<file path="config.mk">
export PLATFORM = sky130hd
export DESIGN_NAME = unibus_blkdma
export DESIGN_NICKNAME = d
export VERILOG_FILES = /design/src/rtl/unibus_blkdma.sv
export SDC_FILE = /design/constraint.sdc
export NUM_CORES = 1
export LEC_CHECK = 0
export ABC_CLOCK_PERIOD_IN_PS = 3900
export CELL_PAD_IN_SITES_DETAIL_PLACEMENT = 0
export CELL_PAD_IN_SITES_GLOBAL_PLACEMENT = 2
export CORE_UTILIZATION = 30
export DETAILED_ROUTE_END_ITERATION = 7
export HOLD_SLACK_MARGIN = 0.06
export MAX_ROUTING_LAYER = met4
export PLACE_DENSITY_LB_ADDON = 0.1
export SLEW_MARGIN = 40
export SYNTH_ARGS = -nofsm -noshare
export SYNTH_HDL_FRONTEND = slang
export SYNTH_SLANG_ARGS = --single-unit
</file>
<file path="constraint.sdc">
create_clock -name CLOCK -period 3.9 [get_ports CLOCK]
set_clock_uncertainty 0.2 [all_clocks]
set_input_delay 0.585 -clock CLOCK [delete_from_list [all_inputs] [get_ports CLOCK]]
set_output_delay 0.585 -clock CLOCK [all_outputs]
set_load 0.01 [all_outputs]
</file>
<file path="src/rtl/unibus_blkdma.sv">
// Unibus block-DMA master: moves 1..DEPTH words between a local buffer and consecutive
// Unibus addresses under ARM register control, with NPR arbitration, deskew and SSYN timeout.
module unibus_blkdma #(
    parameter int DEPTH   = 16,
    parameter int MAXBRST = 4,
    parameter int DESKEW  = 15,
    parameter int TOUT    = 1023,
    parameter int GLITCH  = 4
) (
    input  logic        CLOCK,
    input  logic        RESET_N,
    input  logic        armwrite,
    input  logic [2:0]  armraddr,
    input  logic [2:0]  armwaddr,
    input  logic [31:0] armwdata,
    output logic [31:0] armrdata,
    input  logic        halted_in,
    input  logic        init_in_h,
    input  logic        npg_in_l,
    input  logic        ssyn_in_h,
    input  logic [15:0] d_in_h,
    output logic [17:0] a_out_h,
    output logic [1:0]  c_out_h,
    output logic [15:0] d_out_h,
    output logic        msyn_out_h,
    output logic        bbsy_out_h,
    output logic        npr_out_h,
    output logic        sack_out_h,
    output logic        npg_out_l
);
    localparam int AW = $clog2(DEPTH);

    typedef enum logic [2:0] {
        S_IDLE, S_REQ, S_ADDR, S_DSK1, S_WSSYN, S_DSK2, S_DSK3, S_END
    } state_t;

    state_t        state;
    logic          fail, dato, msyn_q;
    logic [15:0]   count, timer;
    logic [17:0]   addr;
    logic [AW-1:0] bufptr, idx;
    logic [7:0]    glcnt, burst;
    logic [15:0]   mem [DEPTH];

    logic          busy, wr_csr, abort_wr, kill, start_ok, dsk_done;
    logic          mem_we;
    logic [AW-1:0] mem_wa;
    logic [15:0]   mem_wd;
    logic          unused_wdata;

    assign busy         = (state != S_IDLE);
    assign wr_csr       = armwrite && (armwaddr == 3'd1);
    assign abort_wr     = wr_csr && armwdata[29];
    assign kill         = busy && (abort_wr || init_in_h);
    assign start_ok     = (armwdata[15:0] != 16'd0) && (armwdata[15:0] <= 16'(DEPTH));
    assign dsk_done     = (timer == 16'(DESKEW - 1));
    assign unused_wdata = ^{armwdata[31:30], armwdata[26:18]};

    // MSYN must fall in the very cycle an abort or INIT arrives, so it is gated here.
    assign msyn_out_h = msyn_q && !kill;
    assign npg_out_l  = npr_out_h ? 1'b1 : npg_in_l;

    // NOTE: every variable assigned in an always_comb gets a default first, so no path can infer a latch.
    always_comb begin
        mem_we = 1'b0;
        mem_wa = bufptr;
        mem_wd = armwdata[15:0];
        if (state == S_DSK2 && dsk_done && !dato && !kill) begin
            mem_we = 1'b1;
            mem_wa = idx;
            mem_wd = d_in_h;
        end else if (!busy && armwrite && armwaddr == 3'd4) begin
            mem_we = 1'b1;
        end
    end

    // NOTE: the buffer has no reset; its contents survive RESET_N and it can map onto RAM.
    always_ff @(posedge CLOCK) begin
        if (mem_we) mem[mem_wa] <= mem_wd;
    end

    always_comb begin
        armrdata = 32'hDEADBEEF;
        case (armraddr)
            3'd0: armrdata = {16'h4244, 4'h2, 12'h001};
            3'd1: armrdata = {busy, fail, 2'b00, dato, 11'd0, count};
            3'd2: armrdata = {14'd0, addr};
            3'd3: armrdata = {{(32-AW){1'b0}}, bufptr};
            3'd4: armrdata = {16'd0, mem[bufptr]};
            default: ;
        endcase
    end

    // NOTE: sequential state uses non-blocking assignments only, so every register sees pre-edge values.
    always_ff @(posedge CLOCK or negedge RESET_N) begin
        if (!RESET_N) begin
            state <= S_IDLE;  fail <= 1'b0;  dato <= 1'b0;  count <= '0;  addr <= '0;
            bufptr <= '0;  idx <= '0;  timer <= '0;  glcnt <= '0;  burst <= '0;  msyn_q <= 1'b0;
            a_out_h <= '0;  c_out_h <= '0;  d_out_h <= '0;
            bbsy_out_h <= 1'b0;  npr_out_h <= 1'b0;  sack_out_h <= 1'b0;
        end else if (kill) begin
            state <= S_IDLE;  fail <= !init_in_h;  msyn_q <= 1'b0;
            a_out_h <= '0;  c_out_h <= '0;  d_out_h <= '0;
            bbsy_out_h <= 1'b0;  npr_out_h <= 1'b0;  sack_out_h <= 1'b0;
        end else begin
            case (state)
                S_IDLE: if (armwrite) begin
                    case (armwaddr)
                        3'd1: begin
                            dato  <= armwdata[27];
                            count <= armwdata[15:0];
                            if (armwdata[28]) begin
                                if (start_ok) begin
                                    fail <= 1'b0;  idx <= '0;  glcnt <= '0;  burst <= '0;
                                    state <= S_REQ;
                                end else begin
                                    fail <= 1'b1;
                                end
                            end
                        end
                        3'd2: addr   <= armwdata[17:0];
                        3'd3: bufptr <= armwdata[AW-1:0];
                        3'd4: bufptr <= bufptr + AW'(1);
                        default: ;
                    endcase
                end
                S_REQ: begin
                    if (halted_in || (npr_out_h && !npg_in_l && glcnt == 8'(GLITCH - 1))) begin
                        npr_out_h <= 1'b0;  bbsy_out_h <= 1'b1;  sack_out_h <= 1'b1;
                        glcnt <= '0;  state <= S_ADDR;
                    end else begin
                        // Never raise NPR while a grant is passing through to a device downstream.
                        if (npg_in_l) npr_out_h <= 1'b1;
                        glcnt <= (npr_out_h && !npg_in_l) ? glcnt + 8'd1 : 8'd0;
                    end
                end
                S_ADDR: begin
                    a_out_h <= addr;
                    c_out_h <= dato ? 2'b10 : 2'b00;
                    d_out_h <= dato ? mem[idx] : 16'h0000;
                    timer   <= '0;
                    state   <= S_DSK1;
                end
                S_DSK1: if (dsk_done) begin
                    timer <= '0;  msyn_q <= 1'b1;  state <= S_WSSYN;
                end else timer <= timer + 16'd1;
                S_WSSYN: if (ssyn_in_h) begin
                    timer <= '0;  state <= S_DSK2;
                end else if (timer == 16'(TOUT - 1)) begin
                    fail <= 1'b1;  msyn_q <= 1'b0;  state <= S_END;
                end else timer <= timer + 16'd1;
                S_DSK2: if (dsk_done) begin
                    timer <= '0;  msyn_q <= 1'b0;  state <= S_DSK3;
                end else timer <= timer + 16'd1;
                S_DSK3: if (dsk_done) begin
                    timer <= '0;
                    addr  <= addr + 18'd2;
                    count <= count - 16'd1;
                    idx   <= idx + AW'(1);
                    if (count == 16'd1) begin
                        state <= S_END;
                    end else if (burst == 8'(MAXBRST - 1)) begin
                        burst <= '0;
                        a_out_h <= '0;  c_out_h <= '0;  d_out_h <= '0;
                        bbsy_out_h <= 1'b0;  sack_out_h <= 1'b0;
                        state <= S_REQ;
                    end else begin
                        burst <= burst + 8'd1;
                        state <= S_ADDR;
                    end
                end else timer <= timer + 16'd1;
                S_END: begin
                    a_out_h <= '0;  c_out_h <= '0;  d_out_h <= '0;  msyn_q <= 1'b0;
                    bbsy_out_h <= 1'b0;  sack_out_h <= 1'b0;  npr_out_h <= 1'b0;
                    state <= S_IDLE;
                end
                default: state <= S_IDLE;
            endcase
        end
    end
endmodule

</file>
==> results.yml <==
sta:
  fmax_mhz: 263
  slew_headroom_pct: 43.3
  setup_viol: 0
  finalMaxSlewViolations: 0
  fin_crit_sh_pct: 97.4
  tns_ps: 0
  rsz0062_at_grt: "no"
  final.min_clock_period_ps: 3800
  holdWs_ps: 275
  final-hold-violation-count: 0
  tightest_slew_ps: 845
detailed_routing:
  routed_wl_mm: 66.5
  drc: 0
  drtAntennaViolNets: 0
  drt_iter0_drc: 1056
  via_per_inst: 5.38
  post_drt_wl_per_cell_um: 26.0
  num_vias: 13738
  first_pass_iters: 5
cells_and_area:
  nets: 1739
  n_antenna_cell: 0
  drive_gt1_share_pct: 25.8
  area_growth_pct: 23.8
  design_area_mm2: 0.0241
cts:
  clk_pin_slew_worst_paths_ps: 60
  clock_sinks: 373
  cts_tree: "built"
  cts_root_buf: "clkbuf_16"
  clk_latency_ps: 600
  cts_buffers: 48
  htreeDepth: 2
  cts.path.max_buffers: 3
synthesis:
  synth_edf_count: 256
  synthCells: 1489
  synthArstFlopShare_pct: 31.4
  synth_area_per_cell_um2: 13.1
  ys_seq_area_share_pct: 54.6
  syn_area_mm2: 0.0195
  synth_warnings: 0
  yosysUniqueCellTypes: 78
  ys_ff_latch: 373
  synth_ff_type: "edfxtp_1"
worst_setup_path:
  cp.arrival_ps: 3010
  reg2reg_setup_slack_ps: 300
  critPathMaxFanout: 11
  start_kind: "flip-flop"
  cp-end-kind: "primary output"
  path_class: "reg2out"
  cp.required_ps: 3120
global_route:
  antenna_found_initial: 3
  grt_overflow: 0
  grt.total_usage_pct: 21.0
  grt_pass1_wl_mm: 98.3
  grt_pass1_vias: 14050
  grt_max_degree: 64
outcome:
  outcome: "finished, final reports clean"
die:
  start_util_pct: 30.6
  io_pins: 134
  rows: 92
  die_h_um: 257
  coreArea_mm2: 0.0635
  die_w_um: 257
  die_area_mm2: 0.0659
placed_design:
  numPortBuffers: 118
  gp_congestion: 0.815
  dp_hpwl_mm: 45.5
  placed_cell_area_mm2: 0.0224
pwr:
  p_per_area_mw_per_mm2: 604
  p_comb_share_pct: 32.7
  ir_worst_vdd_v: 0.000331
  switching_power_uw: 4880
  seqPwrFrac_pct: 36.5
  clkPwrFrac_pct: 30.8
  p_leak_uw: 0.00835
  p_int_uw: 9660
  switching_share_pct: 33.5
hold_path:
  min_path_type: "reg2reg"
run:
  maxCapViolCount: 0
## power groups by stage
stage | Sequential, µW | Combinational [µW] | Clock [µW]
2_1_floorplan | 5090 | 2800 | 0
3_3_place_gp | 5440 | 4660 | 0
3_5_place_dp | 5440 | 4660 | 0
4_1_cts | 5320 | 4800 | 4600
5_1_grt | 5390 | 5170 | 4740
6_report | 5300 | 4760 | 4470
## placed cells by master (no fill, tap or decap), drive strengths merged, types with 9 or more instances in the layout
master         netlist  final
clkinv               1     16
mux2i               26     26
nand3               56     56
o211ai              15     15
nor2                66     66
nand2              117    117
a211oi              34     34
mux2                39     39
buf                 53    129
nor3                21     21
nor4                11     11
clkdlybuf4s50        0    100
nand4               12     12
edfxtp             256    256
a22oi               11     11
a31oi               13     13
inv                 47     50
clkbuf              67     67
o31ai               16     16
nand2b              11     11
and3                16     16
o221ai              10     10
o21ai              114    114
dlygate4sd2          0     11
o22ai                9      9
dfrtp              117    117
or2                 10     10
mux4               135    135
ha                   9      9
a21oi               79     79
nor2b               31     31
## Yosys cell counts, types with 5 or more instances
library cell  instances  area (µm²)
nor2_1               62         233
nand3_1              56         280
o2bb2ai_1             5        43.8
a2bb2oi_2             6        90.1
nand4_1              12        75.1
buf_4                13        97.6
o21ai_0             108         541
o21ai_1               6        30.0
o211ai_1             14         105
nand2_1             117         439
ha_1                  9         113
and3_1               16         100
o22a_1                8        70.1
a31oi_1              13        81.3
mux2i_1              26         260
nor2b_1              31         194
nand3b_1              5        37.5
o221ai_1             10        87.6
o31ai_1              16         120
dfrtp_1             117        2930
edfxtp_1            256        7690
a211oi_1             33         248
nor3b_1               8        60.1
buf_1                14        52.6
inv_1                47         176
a22oi_1              10        75.1
mux2_2               35         394
buf_2                23         115
mux4_2              135        3040
clkbuf_1             67         251
o22ai_1               9        56.3
a21oi_1              76         380
nand2b_1             10        62.6
or2_2                10        62.6
nor3_1               20         100
nor4_1                9        56.3
a21o_1                7        52.6
## sequential cells by signal (all words and copies together), names as in the netlist
signal	cells
c_out_h	1
d_out_h	16
bufptr	4
glcnt	8
burst	8
npr_out_h	1
timer	16
msyn_q	1
sack_out_h	1
a_out_h	18
count	16
dato	1
idx	4
fail	1
state	3
mem	256
addr	18
## worst max-delay path, stage by stage (launching register included)
cell and delay, ps:
dfrtp_4 480, buf_4 150, buf_12 150, mux4_2 510, mux4_2 590, a22oi_2 180
o21ai_0 100, clkdlybuf4s15_1 250
## final cells by class
cell class	instances	area [µm²]
multi-input cells	951	8200
clock inverters	23	267
clock buffers	66	1320
repair buffers	247	2430
flip-flops and latches	373	10600
inverters	48	180
well taps	846	1060
fillers	6138	39500
## worst paths after layout
kind,to,depth (start not counted),startpoint
min,burst[7],1,burst[7]
max in group asynchronous,d_out_h[12],3,RESET_N
min reg2reg,burst[7],1,burst[7]
max reg2reg,mem[6][7],10,timer[0]
min in group asynchronous,glcnt[7],2,RESET_N
max,armrdata[8],7,bufptr[0]
## cell families after synthesis
| group | share of synthesized area (%) |
|---|---|
| mux | 19.2 |
| buf+inv | 3.76 |
| xor+xnor | 0.135 |
| compound gates | 11.7 |
| fa+ha+maj | 0.579 |
| other cells | 0.0193 |
| flops | 54.6 |
| simple gates | 10.1 |
## stage by stage
| stage | std cells | setup WS [ps] | power, µW | utilization [%] |
|---|---|---|---|---|
| 2_1_floorplan | 1492 | 118 | 7890 | - |
| 3_3_place_gp | 2453 | 90.6 | 10100 | 35.2 |
| 3_5_place_dp | 2453 | 66.7 | 10100 | 35.2 |
| 4_1_cts | 2550 | -27.6 | 14700 | 37.8 |
| 5_1_grt | 2554 | 11.6 | 15300 | 37.9 |
| 6_report | 2554 | 102 | 14500 | 37.9 |
## layer usage
| metal | global-route usage (%) | routed length [µm] |
|---|---|---|
| met2 | 33.0 | 31600 |
| met1 | 28.5 | 30500 |
| met3 | 2.90 | 2990 |
| met5 | - | 0 |
| met4 | 5.24 | 1440 |
## repair_timing
| item | 4_1_cts | 5_1_grt |
|---|---|---|
| endpoints found under the hold margin | 51 | 0 |
| hold buffers | 1 | 0 |
| gates cloned | 1 | 0 |
| buffers inserted | 6 | 4 |
| pin swaps | 1 | 1 |
| endpoints found under the setup margin | 15 | 34 |
| resized for setup | 19 | 10 |
No activity file was read; power rests on OpenSTA's default activity.
